`config.mk`:
```
export PLATFORM = sky130hd
export DESIGN_NAME = sar_sequencer
export DESIGN_NICKNAME = d
export VERILOG_FILES = /design/src/rtl/sar_sequencer.sv
export SDC_FILE = /design/constraint.sdc
export NUM_CORES = 1
export LEC_CHECK = 0
export BUFFER_PORTS_ARGS = -buffer_cell sky130_fd_sc_hd__buf_4
export CAP_MARGIN = 20
export CORE_MARGIN = 10
export CORE_UTILIZATION = 40
export DETAILED_ROUTE_END_ITERATION = 10
export GPL_ROUTABILITY_DRIVEN = 1
export PLACE_DENSITY = 0.55
export SYNTH_ARGS = -nofsm -noshare
export SYNTH_HDL_FRONTEND = slang
export SYNTH_SLANG_ARGS = --single-unit
export TNS_END_PERCENT = 20
```
`constraint.sdc`:
```
create_clock -name clk_i -period 3.46 [get_ports clk_i]
set_input_delay 0 -clock clk_i [delete_from_list [all_inputs] [get_ports clk_i]]
set_output_delay 0 -clock clk_i [all_outputs]
set_load 0.02 [all_outputs]
```
`src/rtl/sar_sequencer.sv`:
```
// ---------------------------------------------------------------------------
// sar_sequencer
//   Drives a SAR ADC core with periodic one-cycle start pulses, captures each
//   conversion result on the rising edge of the core's ready level, averages
//   2^k consecutive results and offers the average on a valid/ready stream.
//
//   Optional build macro: SAR_SEQ_ROUND_EN
//     defined   -> average rounds half up: (acc + 2^(k-1)) >> k
//     undefined -> average truncates:      acc >> k
//
// Ports
//   clk_i         clock
//   rst_ni        asynchronous active-low reset
//   en_i          run enable (level)
//   period_i      sample period in clk cycles (raised to RESOLUTION+3 if lower)
//   avg_log2_i    averaging exponent k, clamped to AVG_LOG2_MAX, latched on start
//   clr_i         one-cycle clear of overrun_o
//   start_o       one-cycle start pulse to the SAR core
//   adc_rdy_i     SAR ready level
//   adc_result_i  SAR result, valid when adc_rdy_i rises
//   data_o        averaged sample
//   valid_o       data_o valid
//   ready_i       consumer accepts data_o
//   overrun_o     sticky: average dropped or sample tick missed
// ---------------------------------------------------------------------------
module sar_sequencer #(
    parameter int RESOLUTION   = 8,
    parameter int AVG_LOG2_MAX = 4,
    parameter int DIV_WIDTH    = 16
) (
    input  logic                              clk_i,
    input  logic                              rst_ni,
    input  logic                              en_i,
    input  logic [DIV_WIDTH-1:0]              period_i,
    input  logic [$clog2(AVG_LOG2_MAX+1)-1:0] avg_log2_i,
    input  logic                              clr_i,
    output logic                              start_o,
    input  logic                              adc_rdy_i,
    input  logic [RESOLUTION-1:0]             adc_result_i,
    output logic [RESOLUTION-1:0]             data_o,
    output logic                              valid_o,
    input  logic                              ready_i,
    output logic                              overrun_o
);

    localparam int KW = $clog2(AVG_LOG2_MAX + 1);
    localparam int AW = RESOLUTION + AVG_LOG2_MAX + 1;
    localparam int CW = AVG_LOG2_MAX + 1;

    localparam logic [1:0] ST_IDLE = 2'd0;
    localparam logic [1:0] ST_TICK = 2'd1;
    localparam logic [1:0] ST_CONV = 2'd2;

    // Shortest period that keeps a free-running core from being restarted
    // while it is still converting.
    localparam logic [DIV_WIDTH-1:0] P_MIN = DIV_WIDTH'(RESOLUTION + 3);
    localparam logic [KW-1:0]        K_MAX = KW'(AVG_LOG2_MAX);

    // Divide the accumulated sum by 2^k; the spare accumulator bit absorbs
    // the rounding offset so no saturation is needed.
    function automatic logic [RESOLUTION-1:0] average(input logic [AW-1:0] acc,
                                                      input logic [KW-1:0] k);
        logic [AW-1:0] sum;
`ifdef SAR_SEQ_ROUND_EN
        sum = acc + ((AW'(1'b1) << k) >> 1);
`else
        sum = acc;
`endif
        average = RESOLUTION'(sum >> k);
    endfunction

    logic [1:0]            state_r;
    logic [DIV_WIDTH-1:0]  period_cnt_r;
    logic [KW-1:0]         k_r;
    logic [AW-1:0]         acc_r;
    logic [CW-1:0]         smp_cnt_r;
    logic                  rdy_q_r;
    logic                  busy_r;
    logic                  start_r;
    logic                  valid_r;
    logic                  overrun_r;
    logic [RESOLUTION-1:0] data_r;

    logic [DIV_WIDTH-1:0]  period_eff_s;
    logic [DIV_WIDTH-1:0]  period_last_s;
    logic                  tick_s;
    logic [KW-1:0]         k_clamp_s;
    logic                  rdy_rise_s;
    logic                  accept_s;
    logic [AW-1:0]         acc_next_s;
    logic [CW-1:0]         smp_next_s;
    logic                  full_s;
    logic                  emit_s;
    logic [RESOLUTION-1:0] avg_s;
    logic                  load_s;
    logic                  drop_s;
    logic                  miss_s;

    // Period clamp, tick detect, sample capture and output-stream decisions.
    always_comb begin
        if (period_i < P_MIN) begin
            period_eff_s = P_MIN;
        end else begin
            period_eff_s = period_i;
        end
        period_last_s = period_eff_s - DIV_WIDTH'(1'b1);
        tick_s        = (period_cnt_r >= period_last_s);

        if (avg_log2_i > K_MAX) begin
            k_clamp_s = K_MAX;
        end else begin
            k_clamp_s = avg_log2_i;
        end

        rdy_rise_s = adc_rdy_i & ~rdy_q_r;
        accept_s   = (state_r == ST_CONV) & busy_r & rdy_rise_s;
        acc_next_s = acc_r + AW'(adc_result_i);
        smp_next_s = smp_cnt_r + CW'(1'b1);
        full_s     = (smp_next_s == (CW'(1'b1) << k_r));
        emit_s     = accept_s & full_s;
        avg_s      = average(acc_next_s, k_r);
        load_s     = emit_s & (~valid_r | ready_i);
        drop_s     = emit_s & valid_r & ~ready_i;
        // A tick that lands while the core is still converting is skipped.
        miss_s     = (state_r == ST_CONV) & ~accept_s & tick_s;
    end

    // Sequencer state, period counter, accumulator and start pulse.
    always_ff @(posedge clk_i or negedge rst_ni) begin
        if (!rst_ni) begin
            state_r      <= ST_IDLE;
            period_cnt_r <= '0;
            k_r          <= '0;
            acc_r        <= '0;
            smp_cnt_r    <= '0;
            rdy_q_r      <= 1'b0;
            busy_r       <= 1'b0;
            start_r      <= 1'b0;
        end else begin
            rdy_q_r <= adc_rdy_i;
            case (state_r)
                ST_IDLE: begin
                    start_r      <= 1'b0;
                    busy_r       <= 1'b0;
                    period_cnt_r <= '0;
                    if (en_i) begin
                        k_r       <= k_clamp_s;
                        acc_r     <= '0;
                        smp_cnt_r <= '0;
                        state_r   <= ST_TICK;
                    end else begin
                        state_r   <= ST_IDLE;
                    end
                end
                ST_TICK: begin
                    if (!en_i) begin
                        start_r      <= 1'b0;
                        period_cnt_r <= '0;
                        acc_r        <= '0;
                        smp_cnt_r    <= '0;
                        state_r      <= ST_IDLE;
                    end else if (tick_s) begin
                        start_r      <= 1'b1;
                        busy_r       <= 1'b1;
                        period_cnt_r <= '0;
                        state_r      <= ST_CONV;
                    end else begin
                        start_r      <= 1'b0;
                        period_cnt_r <= period_cnt_r + DIV_WIDTH'(1'b1);
                    end
                end
                ST_CONV: begin
                    if (accept_s) begin
                        // Completed group or disable: start the next group empty
                        // (a partial group is discarded on the way to IDLE).
                        if (full_s || !en_i) begin
                            acc_r     <= '0;
                            smp_cnt_r <= '0;
                        end else begin
                            acc_r     <= acc_next_s;
                            smp_cnt_r <= smp_next_s;
                        end
                        if (!en_i) begin
                            start_r      <= 1'b0;
                            busy_r       <= 1'b0;
                            period_cnt_r <= '0;
                            state_r      <= ST_IDLE;
                        end else if (tick_s) begin
                            // Conversion ended exactly on the tick: fire it now.
                            start_r      <= 1'b1;
                            busy_r       <= 1'b1;
                            period_cnt_r <= '0;
                            state_r      <= ST_CONV;
                        end else begin
                            start_r      <= 1'b0;
                            busy_r       <= 1'b0;
                            period_cnt_r <= period_cnt_r + DIV_WIDTH'(1'b1);
                            state_r      <= ST_TICK;
                        end
                    end else begin
                        start_r <= 1'b0;
                        if (tick_s) begin
                            period_cnt_r <= '0;
                        end else begin
                            period_cnt_r <= period_cnt_r + DIV_WIDTH'(1'b1);
                        end
                    end
                end
                default: begin
                    start_r      <= 1'b0;
                    busy_r       <= 1'b0;
                    period_cnt_r <= '0;
                    state_r      <= ST_IDLE;
                end
            endcase
        end
    end

    // Output stream register: load on emit when the slot is free or draining.
    always_ff @(posedge clk_i or negedge rst_ni) begin
        if (!rst_ni) begin
            valid_r <= 1'b0;
            data_r  <= '0;
        end else if (load_s) begin
            valid_r <= 1'b1;
            data_r  <= avg_s;
        end else if (valid_r && ready_i) begin
            valid_r <= 1'b0;
        end else begin
            valid_r <= valid_r;
        end
    end

    // Sticky overrun flag; a new event wins over a simultaneous clear.
    always_ff @(posedge clk_i or negedge rst_ni) begin
        if (!rst_ni) begin
            overrun_r <= 1'b0;
        end else if (drop_s || miss_s) begin
            overrun_r <= 1'b1;
        end else if (clr_i) begin
            overrun_r <= 1'b0;
        end else begin
            overrun_r <= overrun_r;
        end
    end

    assign start_o   = start_r;
    assign data_o    = data_r;
    assign valid_o   = valid_r;
    assign overrun_o = overrun_r;

endmodule

```
==> metrics.cfg <==
[yosys]
ys_seq_area_share_pct=30.6
async_flop_share_pct=100
synthFlopType=dfrtp_1
synth_cell_type_count=69
syn_nets=554
avgSynthCellArea_um2=8.71
yosysTopAreaCell=dfrtp_1
ys_top_cells_by_count=52 x dfrtp_1, 46 x nor2_1, 37 x nand2_1
netlist_instances=489
post-synth-top-count-cell=dfrtp_1
synth_top_area_share_pct=30.6
synth-edff-count=0
synth.ff_latch_count=52
yosys_warnings=0
synthesis.area_um2=4260
synth.area.top_cells=dfrtp_1 31%, ha_1 9.1%, xnor2_1 4.3%

[global_routing]
busiest_layer=met2
grt_use_met1_pct=20.9
grt-ovfl-total=0
met3_usage_pct=2.51
grt_pass1_wl_mm=17.9
grt_util_met2_pct=22.0
grt_pass1_vias=3616
grt_max_degree=53
grt_util_all_layers_pct=14.3
antenna_found_initial=0

[sta]
slew_headroom_pct=55.1
tightest_slew_ns=0.673
worst_slack_ns=-0.151
skew_ns=0.0165
setup_viol=21
hold_viol_final=0
fin_tns_setup_ns=-1.98
rsz0062_at_grt=true
period_minus_slack_ns=3.61
fin_crit_sh_pct=104
fmax_mhz=277
slew_viol_final=0

[clock_tree]
ctsLongestPathBuffers=2
clock_sinks=52
cts_buffers=5
htree_levels=2
cts-root-buf=clkbuf_8
clk_pin_slew_ns=0.11
worstSkewPairLatency_ns=0.32
cts_tree=yes

[setup_path]
reg2reg_slack_ns=0.47
rr_worst_depth=10
cp.required_ns=3.71
startpoint_type=primary input
rr_startpoint=acc_r[0]
crit_slowest_cell=or4_4
timing.critical_path.to=state_r[0]
cpMostUsedCell=a211o_1
cp_max_fo=9
cp.depth=20
endpoint_kind=flop
crit_start=period_i[10]
path_class=primary input to flop
path_cells=buf_6 > or4_4 > or3_4 > nand2b_4 > a211o_4 > nor2b_4 > ha_2 > nor3b_4 > nand2_4 > buf_4 > nor2_2 > a22oi_2 > ha_1 > nand4_1 > a211o_1 > nor3_2 > a2111oi_4 > buf_12 > a211o_1 > o22ai_1
crit_arrival_ns=3.86
cp_num_buf_inv=3
worst_r2r_endpoint=data_o[4]
cpPeakStageDelay_ns=0.52
cpLargestDelayFamily=simple AND/OR/NAND/NOR gates

[placed_design]
hpwl_mm=8.21
placed_cell_area_um2=4870
port_buffers=43
place_congestion=0.832

[final_layout]
final_nets=609
diodes=0
layout-drive-gt1-share_pct=20.2
n_fill_cell=984
area_growth_pct=19.5
stdcell_area_um2=5090

[floorplan]
die_w_um=123
start_util_pct=41.1
io_pins=44
die_area_um2=15200
die_y_um=123
coreArea_um2=10400
rows=37

[status]
status=finished, violations left
violations=negative setup slack

[drt]
wire_per_inst_um=15.8
drt_iter0_drc=226
drt-total-wl_mm=10.8
via_count=3777
drtAntennaViolNets=0
drc=0
first_pass_iters=4
routed_via_density=5.55

[worst_hold_path]
min_path_type=primary input to flop
min-delay-start=adc_result_i[0]

[pwr]
p_per_area_nw_per_um2=289
leakagePower_nw=2.21
max-vdd-ir-drop_v=0.000194

[run]
cap_violations=0

==> metal layers <==
metal | share of wire, % | wire length, µm | vias to the layer above
li1 | - | - | 1899
met1 | 50 | 5400 | 1784
met2 | 44 | 4800 | 87
met3 | 5.1 | 545 | 7
met4 | 0.46 | 50 | 0
met5 | 0 | 0 | -
==> worst min-delay path, cell delays in order <==
cell and delay [ns]:
buf_4 0.08, ha_1 0.16, a22o_1 0.15
==> state kept, by name (all words and copies together) (netlist names) <==
signal and cells:
acc_r 13, busy_r 1, data_o 8, k_r 3, overrun_o 1, period_cnt_r 16
rdy_q_r 1, smp_cnt_r 5, start_o 1, state_r 2, valid_o 1
==> area by class of cell <==
type                       instances  area, µm²  area share, %
multi-input combinational        397       2880           56.6
timing repair buffer              72        581           11.4
inverter                          16       60.1           1.18
tap                              136        170           3.34
clock buffer                       5       68.8           1.35
sequential                        52       1300           25.6
clock inverter                     3       27.5          0.541
==> power by group <==
| part | switching, mW | internal, mW |
|---|---|---|
| registers | 0.0120 | 0.622 |
| clock network | 0.232 | 0.149 |
| logic | 0.272 | 0.182 |
==> placed cells by master, fill, tap and decap left out, types with 4 or more instances in the layout <==
cell	instances
buf_4	61
dfrtp_1	52
nor2_1	46
nand2_1	37
ha_1	30
xnor2_1	21
a21oi_1	20
nand3_1	20
xor2_1	18
o21ai_0	17
inv_1	16
and3_1	13
a211oi_1	12
nand2b_1	10
a31oi_1	9
nor3_1	9
o22ai_1	9
a22o_1	9
mux2i_1	8
dlygate4sd3_1	8
or3_1	7
o211ai_1	7
nor2b_1	6
or2_2	6
o21a_1	5
clkbuf_8	5
a21o_1	4
nand4_1	4
a211o_1	4
and3b_1	4
nor3b_1	4
==> per-stage QoR <==
step	cells	hold WS, ns	setup slack (ns)	total power, mW	util (%)
CTS	681	0.102	-0.138	1.49	49.1
finish	681	0.0966	-0.151	1.47	49.1
detailed placement	663	0.0954	-0.557	1.08	47.0
global route	681	0.0916	-0.331	1.57	49.1
floorplan	489	-0.296	-0.360	0.939	-
global placement	663	0.0932	-0.485	1.08	47.0
==> kinds of logic after synthesis <==
kind of cell	count (synthesis)	share of synthesized area (%)
xor gates and xnor gates	39	8.02
DFF	52	30.6
adders and majority gates	32	9.58
AOI/OAI and AO/OA	127	21.7
and+or+nand+nor	187	23.3
buffers and inverters	41	4.14
muxes	11	2.67
==> worst min path at each step <==
stage / to / slack (ns) / depth (start not counted)
global placement: smp_cnt_r[0] / 0.09 / 1
global route: acc_r[0] / 0.09 / 3
finish: acc_r[0] / 0.1 / 3
floorplan: acc_r[0] / -0.30 / 0
detailed placement: acc_r[0] / 0.1 / 1
CTS: acc_r[0] / 0.10 / 3
==> timing repair <==
action / in CTS / in global routing
cloned: 1 / 0
endpoints found under the setup margin: 20 / 21
buffers inserted: 1 / 0
gates resized for setup: 6 / 0
pin swaps: 1 / 0
hold buffers: 8 / 0
endpoints found under the hold margin: 59 / 0
No activity file was read; power rests on OpenSTA's default activity.
